===== config.mk =====
export PLATFORM = sky130hd
export DESIGN_NAME = multicycle_ctrl
export DESIGN_NICKNAME = d
export VERILOG_FILES = /design/src/rtl/multicycle_ctrl_pkg.sv /design/src/rtl/multicycle_ctrl_mem_wait_timer.sv /design/src/rtl/multicycle_ctrl.sv
export SDC_FILE = /design/constraint.sdc
export NUM_CORES = 1
export LEC_CHECK = 0
export CAP_MARGIN = 5
export CORE_ASPECT_RATIO = 1.4
export CORE_MARGIN = 2
export CORE_UTILIZATION = 41
export DETAILED_ROUTE_END_ITERATION = 16
export PLACE_DENSITY = 0.75
export RECOVER_POWER = 50
export SYNTH_ARGS = -nofsm -noshare
export SYNTH_HDL_FRONTEND = slang
export SYNTH_SLANG_ARGS = --single-unit

===== constraint.sdc =====
create_clock -name clk -period 1.96 [get_ports clk]
set_input_delay 0.588 -clock clk [delete_from_list [all_inputs] [get_ports clk]]
set_output_delay 0.588 -clock clk [all_outputs]
set_load 0.005 [all_outputs]

===== src/rtl/multicycle_ctrl_pkg.sv =====
`default_nettype none
// ============================================================================
//  Module   : multicycle_ctrl_pkg
//  Purpose  : Shared encodings for the multicycle controller: FSM states,
//             instruction opcodes, ALU functions, PC mux selects and the
//             datapath mux codes driven by the controller.
//  Ports    : none (package)
//  Revision : 1.0 - initial release
// ============================================================================
package multicycle_ctrl_pkg;

  // FSM state encodings; also visible on the debug "state" port.
  typedef enum logic [3:0] {
    S_RESET     = 4'd0,
    S_IF        = 4'd1,
    S_ID        = 4'd3,
    S_LR_ADDR   = 4'd4,
    S_SR_ADDR   = 4'd5,
    S_EXEC      = 4'd6,
    S_BRANCH    = 4'd7,
    S_MOVE      = 4'd8,
    S_ADDI      = 4'd9,
    S_JUMP      = 4'd10,
    S_MEM_READ  = 4'd11,
    S_MEM_WB    = 4'd12,
    S_MEM_STORE = 4'd13,
    S_ALU_WB    = 4'd14,
    S_ERROR     = 4'd15
  } state_e;

  // Instruction opcodes (instruction MSBs). 4'hD..4'hF are undefined.
  localparam logic [3:0] INSTR_NOP  = 4'h0;
  localparam logic [3:0] INSTR_ADD  = 4'h1;
  localparam logic [3:0] INSTR_SUB  = 4'h2;
  localparam logic [3:0] INSTR_AND  = 4'h3;
  localparam logic [3:0] INSTR_OR   = 4'h4;
  localparam logic [3:0] INSTR_LR   = 4'h5;
  localparam logic [3:0] INSTR_SR   = 4'h6;
  localparam logic [3:0] INSTR_BNEQ = 4'h7;
  localparam logic [3:0] INSTR_BEQ  = 4'h8;
  localparam logic [3:0] INSTR_MOV  = 4'h9;
  localparam logic [3:0] INSTR_LI   = 4'hA;
  localparam logic [3:0] INSTR_ADDI = 4'hB;
  localparam logic [3:0] INSTR_JMP  = 4'hC;

  // ALU functions.
  localparam logic [2:0] ALU_OP_ADD    = 3'd0;
  localparam logic [2:0] ALU_OP_SUB    = 3'd1;
  localparam logic [2:0] ALU_OP_AND    = 3'd2;
  localparam logic [2:0] ALU_OP_OR     = 3'd3;
  localparam logic [2:0] ALU_OP_PASS_A = 3'd4;

  // PC mux selects.
  localparam logic [1:0] PC_SELECT_RESET   = 2'd0;
  localparam logic [1:0] PC_SELECT_ALU     = 2'd1;
  localparam logic [1:0] PC_SELECT_ALU_BUF = 2'd2;

  // ALU operand selects.
  localparam logic       ALU_SRC_A_PC        = 1'b0;
  localparam logic       ALU_SRC_A_REG       = 1'b1;
  localparam logic [1:0] ALU_SRC_B_REG       = 2'd0;
  localparam logic [1:0] ALU_SRC_B_TWO       = 2'd1;
  localparam logic [1:0] ALU_SRC_B_IMM_BYTES = 2'd2;
  localparam logic [1:0] ALU_SRC_B_IMM_WORD  = 2'd3;

  // Register file write-back source.
  localparam logic MEM_TO_REG_ALU_OUT = 1'b0;
  localparam logic MEM_TO_REG_MEMORY  = 1'b1;

  // States that wait on mem_ready and are guarded by the wait timer.
  function automatic logic is_wait_state(input state_e s);
    return (s == S_IF) || (s == S_MEM_READ) || (s == S_MEM_STORE);
  endfunction

endpackage : multicycle_ctrl_pkg
`default_nettype wire


===== src/rtl/multicycle_ctrl_mem_wait_timer.sv =====
`default_nettype none
// ============================================================================
//  Module   : mem_wait_timer
//  Purpose  : Counts consecutive cycles spent waiting on memory and flags a
//             timeout on the last allowed wait cycle.
//  Ports    : clk, reset    - clock, synchronous active-high reset
//             count_en_i    - high on each cycle spent waiting (mem_ready low)
//             timeout_o     - this wait cycle is the last one allowed
//  Revision : 1.0 - initial release
// ============================================================================
module mem_wait_timer #(
  parameter int MEM_TIMEOUT = 15
) (
  input  logic clk,
  input  logic reset,
  input  logic count_en_i,
  output logic timeout_o
);

  localparam logic [7:0] LAST_COUNT = 8'(MEM_TIMEOUT - 1);

  logic [7:0] count_q;
  logic [7:0] count_d;

  // Any non-waiting cycle (entering a wait state, or mem_ready seen) clears
  // the count, so each wait episode starts from zero.
  always_comb begin
    count_d = 8'd0;
    if (count_en_i) count_d = count_q + 8'd1;
  end

  always_ff @(posedge clk) begin
    if (reset) count_q <= 8'd0;
    else       count_q <= count_d;
  end

  // Gated by count_en_i so a completing access (mem_ready high) never times out.
  assign timeout_o = count_en_i && (count_q == LAST_COUNT);

endmodule : mem_wait_timer
`default_nettype wire


===== src/rtl/multicycle_ctrl.sv =====
`default_nettype none
// ============================================================================
//  Module   : multicycle_ctrl
//  Purpose  : Multicycle CPU control FSM: fetch, decode, execute, memory and
//             write-back sequencing with a memory-wait timeout to ERROR.
//  Ports    : clk, reset        - clock, synchronous active-high reset
//             instruction       - instruction register (opcode in MSBs)
//             zero, mem_ready   - ALU zero flag, memory completion
//             *_enable, mem_*   - datapath strobes and selects
//             alu_src_a/b, alu_op, pc_source - datapath mux/function codes
//             error             - sticky fault flag
//             state             - current state encoding (debug)
//  Revision : 1.0 - initial release
// ============================================================================
module multicycle_ctrl
  import multicycle_ctrl_pkg::*;
#(
  parameter int INSTRUCTION_WIDTH = 16,
  parameter int WIDTH_OPCODE      = 4,
  parameter int ALU_OP_NUM_BITS   = 3,
  parameter int MEM_TIMEOUT       = 15
) (
  input  logic                         clk,
  input  logic                         reset,
  input  logic [INSTRUCTION_WIDTH-1:0] instruction,
  input  logic                         zero,
  input  logic                         mem_ready,
  output logic                         ireg_write_enable,
  output logic                         regfile_write_enable,
  output logic                         pc_write_enable,
  output logic                         mem_read,
  output logic                         mem_select,
  output logic                         mem_to_reg,
  output logic                         alu_src_a,
  output logic [1:0]                   alu_src_b,
  output logic [ALU_OP_NUM_BITS-1:0]   alu_op,
  output logic [1:0]                   pc_source,
  output logic                         error,
  output logic [3:0]                   state
);

  state_e                  state_q, state_d;
  logic [WIDTH_OPCODE-1:0] op_q, op_d;
  logic [WIDTH_OPCODE-1:0] opcode_w;
  logic [3:0]              op_cur_w;
  logic [3:0]              op_held_w;
  logic [2:0]              alu_op_w;
  logic                    wait_en_w;
  logic                    timeout_w;
  logic                    unused_instr_bits;

  assign opcode_w          = instruction[INSTRUCTION_WIDTH-1 -: WIDTH_OPCODE];
  assign op_cur_w          = 4'(opcode_w);
  assign op_held_w         = 4'(op_q);
  assign unused_instr_bits = ^instruction[INSTRUCTION_WIDTH-WIDTH_OPCODE-1:0];

  // Only wait states see mem_ready; elsewhere it has no effect.
  assign wait_en_w = is_wait_state(state_q) && !mem_ready;

  mem_wait_timer #(
    .MEM_TIMEOUT (MEM_TIMEOUT)
  ) u_mem_wait_timer (
    .clk        (clk),
    .reset      (reset),
    .count_en_i (wait_en_w),
    .timeout_o  (timeout_w)
  );

  // Opcode is captured in decode so later states ignore instruction changes.
  assign op_d = (state_q == S_ID) ? opcode_w : op_q;

  always_ff @(posedge clk) begin
    if (reset) begin
      state_q <= S_RESET;
      op_q    <= '0;
    end else begin
      state_q <= state_d;
      op_q    <= op_d;
    end
  end

  always_comb begin
    state_d              = state_q;
    ireg_write_enable    = 1'b0;
    regfile_write_enable = 1'b0;
    pc_write_enable      = 1'b0;
    mem_read             = 1'b0;
    mem_select           = 1'b0;
    mem_to_reg           = MEM_TO_REG_ALU_OUT;
    alu_src_a            = ALU_SRC_A_PC;
    alu_src_b            = ALU_SRC_B_REG;
    alu_op_w             = ALU_OP_ADD;
    pc_source            = PC_SELECT_RESET;
    error                = 1'b0;

    case (state_q)
      S_RESET: begin
        pc_write_enable = 1'b1;
        mem_read        = 1'b1;
        state_d         = S_IF;
      end
      S_IF: begin
        mem_read  = 1'b1;
        alu_src_b = ALU_SRC_B_TWO;
        pc_source = PC_SELECT_ALU;
        if (mem_ready) begin
          pc_write_enable   = 1'b1;
          ireg_write_enable = 1'b1;
          state_d           = S_ID;
        end else if (timeout_w) begin
          state_d = S_ERROR;
        end
      end
      S_ID: begin
        // PC + imm word is computed here and held in the ALU buffer as the
        // branch/jump target.
        alu_src_a = ALU_SRC_A_PC;
        alu_src_b = ALU_SRC_B_IMM_WORD;
        case (op_cur_w)
          INSTR_NOP:                            state_d = S_IF;
          INSTR_ADD, INSTR_SUB,
          INSTR_AND, INSTR_OR:                  state_d = S_EXEC;
          INSTR_LR:                             state_d = S_LR_ADDR;
          INSTR_SR:                             state_d = S_SR_ADDR;
          INSTR_BNEQ, INSTR_BEQ:                state_d = S_BRANCH;
          INSTR_MOV:                            state_d = S_MOVE;
          INSTR_LI, INSTR_ADDI:                 state_d = S_ADDI;
          INSTR_JMP:                            state_d = S_JUMP;
          default:                              state_d = S_ERROR;
        endcase
      end
      S_EXEC: begin
        alu_src_a = ALU_SRC_A_REG;
        alu_src_b = ALU_SRC_B_REG;
        case (op_held_w)
          INSTR_SUB: alu_op_w = ALU_OP_SUB;
          INSTR_AND: alu_op_w = ALU_OP_AND;
          INSTR_OR:  alu_op_w = ALU_OP_OR;
          default:   alu_op_w = ALU_OP_ADD;
        endcase
        state_d = S_ALU_WB;
      end
      S_ADDI: begin
        alu_src_a = ALU_SRC_A_REG;
        alu_src_b = ALU_SRC_B_IMM_BYTES;
        state_d   = S_ALU_WB;
      end
      S_MOVE: begin
        alu_src_a = ALU_SRC_A_REG;
        alu_src_b = ALU_SRC_B_REG;
        alu_op_w  = ALU_OP_PASS_A;
        state_d   = S_ALU_WB;
      end
      S_ALU_WB: begin
        regfile_write_enable = 1'b1;
        mem_to_reg           = MEM_TO_REG_ALU_OUT;
        state_d              = S_IF;
      end
      S_LR_ADDR, S_SR_ADDR: begin
        alu_src_a = ALU_SRC_A_REG;
        alu_src_b = ALU_SRC_B_IMM_BYTES;
        state_d   = (state_q == S_LR_ADDR) ? S_MEM_READ : S_MEM_STORE;
      end
      S_MEM_READ: begin
        mem_read   = 1'b1;
        mem_select = 1'b1;
        if (mem_ready)      state_d = S_MEM_WB;
        else if (timeout_w) state_d = S_ERROR;
      end
      S_MEM_WB: begin
        mem_select           = 1'b1;
        regfile_write_enable = 1'b1;
        mem_to_reg           = MEM_TO_REG_MEMORY;
        state_d              = S_IF;
      end
      S_MEM_STORE: begin
        mem_select = 1'b1;
        if (mem_ready)      state_d = S_IF;
        else if (timeout_w) state_d = S_ERROR;
      end
      S_BRANCH: begin
        alu_src_a = ALU_SRC_A_REG;
        alu_src_b = ALU_SRC_B_REG;
        alu_op_w  = ALU_OP_SUB;
        if (((op_held_w == INSTR_BNEQ) && !zero) ||
            ((op_held_w == INSTR_BEQ)  &&  zero)) begin
          pc_source       = PC_SELECT_ALU_BUF;
          pc_write_enable = 1'b1;
        end
        state_d = S_IF;
      end
      S_JUMP: begin
        pc_source       = PC_SELECT_ALU_BUF;
        pc_write_enable = 1'b1;
        state_d         = S_IF;
      end
      S_ERROR: begin
        error   = 1'b1;
        state_d = S_ERROR;
      end
      default: begin
        state_d = S_ERROR;
      end
    endcase
  end

  assign alu_op = ALU_OP_NUM_BITS'(alu_op_w);
  assign state  = state_q;

endmodule : multicycle_ctrl
`default_nettype wire


==> flow_metrics.tcl, run 1 <==
set metrics [dict create \
    worst_pin_slew_ps 364 \
    drt-initial-drc-count 32 \
    synthesis.instances 154 \
    yosysSeqAreaShare_pct 26.9 \
    detailedPlace.worstSlack_ps -1040 \
    areaGrowthSynthToFinish_pct 57.2 \
    fin_ws_ps -281 \
    status "finished, violations left" \
    coreArea_um2 2820 \
    end_kind "output pin" \
    worst-setup-path-type "reg -> out" \
    leakagePower_nw 0.834 \
    synth-edff-count 0 \
    slew_headroom_pct 75.5 \
    antenna_found_initial 0 \
    viasPerCell 5.44 \
    drive_above_1_share_pct 38.1 \
    htree_levels 1 \
    crit_chain "nand2_2, or4b_4, a21oi_2, o21a_2, or2_1, buf_2" \
    post-route-period-util_pct 114 \
    min_path_cells 1 \
    pin_count 39 \
    place.gp.congestion 0.774 \
    dp.cells 245 \
    cts_buffers 3 \
    fin_worst_skew_ps 3.86 \
    layout_commonest_cell "buf_4" \
    clk_pin_slew_worst_paths_ps 60 \
    die-area_um2 3350 \
    violations "negative setup slack" \
    route.vias.total 1386 \
    netlist_top_cells_area "dfxtp_1 27%, nor2_1 7.6%, ha_1 6.3%" \
    rr_worst_depth 8 \
    firstDrtPassIters 4 \
    wl_per_cell_um 14.3 \
    final_cell_mix "32 x buf_4, 23 x nor2_1, 13 x dfxtp_1" \
    synth_fp_nets 180 \
    max-vdd-ir-drop_uv 648 \
    clk_latency_ps 250 \
    grt_max_degree 10 \
    synth_top_area_share_pct 26.9 \
    synth_ff_type "dfxtp_1" \
    finalCriticalPeriod_ps 2240 \
    regArea_um2 327 \
    fill_cells 247 \
    finalHoldViolCount 0 \
    yosysTopAreaCell "dfxtp_1" \
    drcViolationCount 0 \
    ant_nets 0 \
    cp_slowest_cell "or4b_4" \
    arrival_ps 1650 \
    drv_slew 0 \
    overflow 0 \
    die_w_um 49.5 \
    max-cap-violations 0 \
    finalSetupTns_ps -719 \
    clk_path_buf_depth 2 \
    fmax_mhz 446 \
    multi_input_area_um2 860 \
    crit_path_max_incr_delay_ps 510 \
    layoutNonFillerInstCount 255 \
    start_util_pct 42.1 \
    nNetsFinal 245 \
    yosysUniqueCellTypes 41 \
    ys_warn_count 0 \
    netlist_area_um2 1190 \
    crit_path_start_kind "flip-flop" \
    synth-seq-cells 16 \
    grt_usage_pct 21.2 \
    syn_area_per_cell_um2 7.72 \
    dp_hpwl_um 2510 \
    cp.required_ps 1370 \
    root_buffer "clkbuf_8" \
    async_reset_ff_share_pct 0 \
    port_buffers 26 \
    antennaDiodeCount 0 \
    die_h_um 67.7 \
    routed_wl_um 3660 \
    power_density_nw_per_um2 1040 \
    cts_tree "yes" \
    setup_viol 6 \
    crit_fanout 2 \
    grt_pass1_vias 1331 \
    clock-sinks 16 \
    holdBufCountCts 0 \
    grt_pass1_wl_um 5540 \
    hp-class "reg -> reg" \
    rsz0062_at_grt "yes" \
    num_rows 23 \
]
Yosys cell counts, types with 2 or more instances:
cell type and count:
dfxtp_1 16, nor4b_1 2, nor2b_1 6, clkbuf_1 3
nor3_1 4, nor3b_1 2, buf_2 2, buf_6 4
nand2b_1 3, nand4_1 4, ha_1 6, inv_1 6
a211oi_1 3, nand2_1 10, a21oi_1 10, and2_1 4
o21ai_0 7, mux2i_1 6, nor2_1 24, nor4_1 5
xor2_1 6, nand3_1 2
layout make-up:
class,count,share of cell area (%)
Timing Repair Buffer,70,29.7
Clock buffer,4,2.95
Tap cell,37,2.48
Sequential cell,16,17.5
Multi-Input combinational cell,122,46.0
Inverter,6,1.34
power breakdown:
| group | internal (mW) | total, mW | switching [mW] |
|---|---|---|---|
| Combinational | 0.647 | 1.22 | 0.574 |
| Sequential | 0.374 | 0.427 | 0.0525 |
| Clock | 0.178 | 0.296 | 0.118 |
cell families (layout without fill, tap and decap cells):
logic type	after synthesis	in the layout	synth area share [%]
buffers and inverters	16	80	7.79
AND/OR/NAND/NOR	74	74	33.1
AO/OA/AOI/OAI	29	29	15.7
adder cells (fa/ha/maj)	6	6	6.32
XOR/XNOR	7	7	5.16
multiplexers	6	6	5.05
flip-flops	16	16	26.9
registers in the layout, summed over array words and instances (netlist names):
| name | flops |
|---|---|
| u_mem_wait_timer.count_q | 8 |
| op_held_w | 4 |
| state | 4 |
through the flow:
| stage | utilization, % | instance area, µm² | hold slack (ps) | power (mW) |
|---|---|---|---|---|
| after floorplan | - | 1190 | 449 | 0.946 |
| after global placement | 60.6 | 1710 | 469 | 1.47 |
| after detailed placement | 60.6 | 1710 | 490 | 1.51 |
| after CTS | 63.1 | 1780 | 500 | 1.80 |
| after global routing | 66.2 | 1870 | 528 | 2.07 |
| final | 66.2 | 1870 | 497 | 1.94 |
worst max-delay path: cells and delay by family, from the launching register on:
family	cells	cell delay (ps)
AOI/OAI and AO/OA	2	300
DFF	1	340
and+or+nand+nor	3	660
buffers and inverters	1	100
layer usage:
layer | vias up | share of wire (%) | global-route usage, %
met3 | 13 | 6.2 | 3.10
met1 | 642 | 37 | 22.0
met4 | 0 | 3.1 | 10.1
met2 | 58 | 54 | 41.7
met5 | - | 0 | 0
li1 | 673 | - | -
final timing paths:
path,startpoint,end,slack (ps)
setup / recovery,op_held_w[0]$_SDFFE_PP0P_,pc_write_enable,-280
hold / removal,u_mem_wait_timer.count_q[0]$_SDFF_PP0_,u_mem_wait_timer.count_q[0]$_SDFF_PP0_,500
setup reg to reg,state[2]$_SDFF_PP0_,state[3]$_SDFF_PP0_,50
hold reg to reg,u_mem_wait_timer.count_q[0]$_SDFF_PP0_,u_mem_wait_timer.count_q[0]$_SDFF_PP0_,500
timing repair:
item	CTS	global route
pin swaps	10	15
cloned	0	2
setup endpoints to repair	22	16
setup buffers	1	3
resized for setup	67	37
Note: power is estimated with default switching activity, not from simulation.
==> inputs of run 2 (changes only) <==
- CORE_UTILIZATION: 41 -> 45
- PLACE_DENSITY: 0.75 -> 0.79
- clock period: 1.96 -> 2.3 ns (I/O delays scaled with it)
==> flow_metrics.tcl, run 2 (synthesis results as in run 1) <==
set metrics [dict create \
    fin_worst_skew_ps 8.23 \
    status "finished, violations left" \
    areaGrowthSynthToFinish_pct 42.4 \
    drt-initial-drc-count 14 \
    arrival_ps 1740 \
    pin_count 39 \
    power_density_nw_per_um2 833 \
    timing.rr.start "state[0]$_SDFF_PP0_" \
    root_buffer "clkbuf_4" \
    final_util_pct 66.1 \
    clock-sinks 16 \
    htree_levels 1 \
    final_cell_mix "24 x nor2_1, 22 x buf_4, 13 x dfxtp_1" \
    overflow 0 \
    p_switching_mw 0.538 \
    die_h_um 64.8 \
    layout_commonest_cell "nor2_1" \
    finalHoldViolCount 0 \
    antenna_found_initial 0 \
    start_util_pct 46.4 \
    holdWs_ps 495 \
    violations "negative setup slack" \
    clk_pin_slew_worst_paths_ps 90 \
    grt_max_degree 18 \
    worst-setup-path-type "in -> out" \
    dp_hpwl_um 2350 \
    timing.rr.end "state[3]$_SDFF_PP0_" \
    post-route-period-util_pct 106 \
    cts_tree "yes" \
    fmax_mhz 411 \
    slew_headroom_pct 72.9 \
    antennaDiodeCount 0 \
    max-cap-violations 0 \
    switching_share_pct 38.2 \
    viasPerCell 5.32 \
    clk_latency_ps 300 \
    p_comb_share_pct 60.0 \
    worst_pin_slew_ps 405 \
    grt_pass1_vias 1231 \
    place.gp.congestion 0.801 \
    nNetsFinal 228 \
    stdcell_area_um2 1690 \
    ant_nets 0 \
    firstDrtPassIters 4 \
    die_w_um 47.4 \
    max-vdd-ir-drop_uv 499 \
    rr_worst_depth 6 \
    wl_per_cell_um 12.5 \
    cp-startpoint "zero" \
    setup_viol 3 \
    top_register "u_mem_wait_timer.count_q" \
    crit_fanout 2 \
    cp.required_ps 1610 \
    timing.critical_path.to "pc_write_enable" \
    clockPowerShare_pct 13.8 \
    pwr-share-seq_pct 26.1 \
    r2r_slack_ps 620 \
    routed_wl_um 2950 \
    cts_buffers 3 \
    hp-class "reg -> reg" \
    num_rows 22 \
    grt_pass1_wl_um 5020 \
    holdBufCountCts 0 \
    grt_usage_pct 22.0 \
    end_kind "output pin" \
    clk_path_buf_depth 2 \
    finalCriticalPeriod_ps 2430 \
    leakagePower_nw 0.732 \
    placed_area_um2 1640 \
    drcViolationCount 0 \
    drive_above_1_share_pct 22.4 \
    die-area_um2 3070 \
    rsz0062_at_grt "yes" \
    largest_reg_flops 8 \
    finalSetupTns_ps -216 \
    coreArea_um2 2560 \
    drv_slew 0 \
    port_buffers 26 \
    route.vias.total 1260 \
    fin_ws_ps -133 \
    crit_path_start_kind "input pin" \
    p_int_mw 0.873 \
]
run 2: critical path, cell delays in order:
cell and delay [ps]:
buf_6 90, or4b_4 470, a21oi_2 160, o21a_2 140, or2_1 90, buf_2 100
run 2: layout make-up:
type / instances / area (µm²)
inverters: 6 / 22.5
clock buffers: 4 / 36.3
fillers: 218 / 867
multi-input cells: 122 / 807
flip-flops and latches: 16 / 327
well taps: 36 / 45.0
repair buffers: 53 / 455
run 2: power by group through the flow:
stage	Combinational [mW]	Sequential (mW)	Clock, mW
2_1_floorplan	0.444	0.362	0
3_3_place_gp	0.845	0.363	0
3_5_place_dp	0.868	0.366	0
4_1_cts	0.850	0.371	0.197
5_1_grt	0.925	0.377	0.207
6_report	0.847	0.368	0.195
run 2: through the flow:
stage	worst slack (ps)	std cells	total power, mW
3_5_place_dp	-966	231	1.23
6_report	-133	237	1.41
5_1_grt	-170	237	1.51
4_1_cts	-178	236	1.42
3_3_place_gp	-934	231	1.21
2_1_floorplan	36.7	154	0.806
run 2: worst min-delay path by stage:
stage	start	end	slack [ps]	depth (start not counted)
6_report	u_mem_wait_timer.count_q[0]$_SDFF_PP0_	u_mem_wait_timer.count_q[0]$_SDFF_PP0_	490	1
5_1_grt	u_mem_wait_timer.count_q[0]$_SDFF_PP0_	u_mem_wait_timer.count_q[0]$_SDFF_PP0_	530	1
4_1_cts	u_mem_wait_timer.count_q[0]$_SDFF_PP0_	u_mem_wait_timer.count_q[0]$_SDFF_PP0_	490	1
3_5_place_dp	u_mem_wait_timer.count_q[0]$_SDFF_PP0_	u_mem_wait_timer.count_q[0]$_SDFF_PP0_	470	1
3_3_place_gp	u_mem_wait_timer.count_q[0]$_SDFF_PP0_	u_mem_wait_timer.count_q[0]$_SDFF_PP0_	470	1
2_1_floorplan	u_mem_wait_timer.count_q[0]$_SDFF_PP0_	u_mem_wait_timer.count_q[0]$_SDFF_PP0_	450	1
run 2: layer usage:
| metal | up-vias | wire length, µm | track usage (%) |
|---|---|---|---|
| met4 | 0 | 67 | 8.33 |
| met2 | 29 | 1570 | 39.0 |
| met1 | 583 | 1210 | 25.2 |
| li1 | 641 | - | - |
| met3 | 7 | 100 | 2.23 |
| met5 | - | 0 | 0 |
run 2: repair_timing:
action	in CTS	in global routing
setup buffers	1	1
pin swaps	4	1
resized for setup	37	11
setup endpoints to repair	13	9
==> inputs of run 3 (changes only) <==
- CORE_UTILIZATION: 45 -> 60
- DONT_BUFFER_PORTS: default -> 1
- PLACE_DENSITY: 0.79 -> 0.76
==> flow_metrics.tcl, run 3 (synthesis results as in run 1) <==
set metrics [dict create \
    die-area_um2 2360 \
    worst-setup-path-type "reg -> out" \
    overflow 0 \
    layout_commonest_cell "nor2_1" \
    die_h_um 56.7 \
    nNetsFinal 186 \
    top_layer "met4" \
    detailedPlace.worstSlack_ps -60.5 \
    antenna_found_initial 0 \
    max-cap-violations 0 \
    viasPerCell 5.99 \
    worst_pin_slew_ps 391 \
    route.vias.total 1078 \
    drcViolationCount 0 \
    regArea_um2 325 \
    place.gp.congestion 0.776 \
    pin_count 39 \
    met1_length_um 1110 \
    arrival_ps 1610 \
    slew_headroom_pct 73.9 \
    final_util_pct 66.2 \
    clock-sinks 16 \
    fmax_mhz 435 \
    clk_pin_slew_worst_paths_ps 100 \
    finalCriticalPeriod_ps 2300 \
    crit_path_start_kind "flip-flop" \
    grt_pass1_vias 1012 \
    grt_max_degree 14 \
    root_buffer "clkbuf_4" \
    post-route-period-util_pct 99.8 \
    fin_worst_skew_ps 7.90 \
    routed_wl_um 2680 \
    finalSetupTns_ps 0 \
    htree_levels 1 \
    stdcell_area_um2 1270 \
    grt_usage_pct 24.2 \
    status "finished clean" \
    antennaDiodeCount 0 \
    die_w_um 41.6 \
    grt_pass1_wl_um 4510 \
    dp.cells 173 \
    drt-initial-drc-count 9 \
    rsz0062_at_grt "yes" \
    final_cell_mix "24 x nor2_1, 12 x dfxtp_1, 10 x buf_4" \
    hp-class "in -> reg" \
    top_register "u_mem_wait_timer.count_q" \
    coreArea_um2 1930 \
    fin_ws_ps 3.56 \
    dp_hpwl_um 1970 \
    drv_slew 0 \
    drive_above_1_share_pct 14.5 \
    layoutNonFillerInstCount 180 \
    cts_buffers 3 \
    firstDrtPassIters 4 \
    port_buffers 0 \
    clk_path_buf_depth 2 \
    ant_nets 0 \
    power_density_nw_per_um2 853 \
    finalHoldViolCount 0 \
    fill_cells 175 \
    setup_viol 0 \
    start_util_pct 61.7 \
    wl_met3_um 115 \
    multi_input_area_um2 786 \
    num_rows 19 \
    crit_fanout 2 \
    wl_met2_um 1420 \
    cts_tree "yes" \
    cp.required_ps 1610 \
    placed_area_um2 1200 \
    largest_reg_flops 8 \
    end_kind "output pin" \
    areaGrowthSynthToFinish_pct 7.26 \
    clk_latency_ps 300 \
    leakagePower_nw 0.503 \
    max-vdd-ir-drop_uv 415 \
    wl_per_cell_um 14.9 \
]
==> run 3: changes by cell type in the layout (fill, tap and decap cells not counted), moves of 2 or more <==
cell / delta
buf_12: -2
buf_2: -3
buf_4: -12
clkbuf_1: -2
clkdlybuf4s50_1: -10
dfxtp_2: +2
dlygate4sd2_1: -6
dlymetal6s2s_1: -2
nor2b_1: +2
nor4_1: +2
nor4_2: -2
==> run 3: layer usage <==
| layer | GRT usage, % | vias up |
|---|---|---|
| met2 | 43.8 | 26 |
| met1 | 27.9 | 489 |
| li1 | - | 558 |
| met4 | 8.29 | 0 |
| met3 | 4.18 | 5 |
| met5 | 0 | - |
==> run 3: area by class of cell <==
class	instances	share of cell area (%)
multi-input combinational	122	61.6
sequential	16	25.5
timing repair buffer	11	6.18
clock buffer	4	2.85
tap	21	2.06
inverter	6	1.77
==> run 3: final timing paths <==
path                                                             start                                     end  slack (ps)  cells past startpoint
worst max-delay path                         op_held_w[1]$_SDFFE_PP0P_                         pc_write_enable           4                      5
worst min-delay path                                             reset               op_held_w[1]$_SDFFE_PP0P_         440                      1
worst max register to register                     state[2]$_SDFF_PP0_                     state[2]$_SDFF_PP0_         620                      6
worst min register to register  u_mem_wait_timer.count_q[0]$_SDFF_PP0_  u_mem_wait_timer.count_q[0]$_SDFF_PP0_         530                      1
==> run 3: worst max-delay path, cell delays in order (launching register included) <==
cell	delay, ps
dfxtp_2	360
nand2_2	60
or4b_4	480
a21oi_2	170
o21a_2	140
or2_1	110
==> run 3: what timing repair did <==
item | CTS | global route
hold buffers | 0 | 0
buffers inserted | 2 | 1
endpoints found under the hold margin | 0 | 0
pin swaps | 2 | 0
gates resized for setup | 5 | 2
cloned | 0 | 0
setup endpoints to repair | 2 | 2
==> run 3: metrics by stage <==
step                      power (mW)  hold slack (ps)
final                           1.09              437
after global routing            1.18              419
after CTS                       1.09              438
after detailed placement       0.893              490
after global placement         0.875              473
after floorplan                0.806              449
==> run 3: report_power, final <==
group          internal [mW]  leakage [nW]  switching, mW  total (mW)
registers              0.316         0.132         0.0667       0.383
logic                  0.218         0.350          0.293       0.512
clock network         0.0966        0.0210         0.0959       0.193
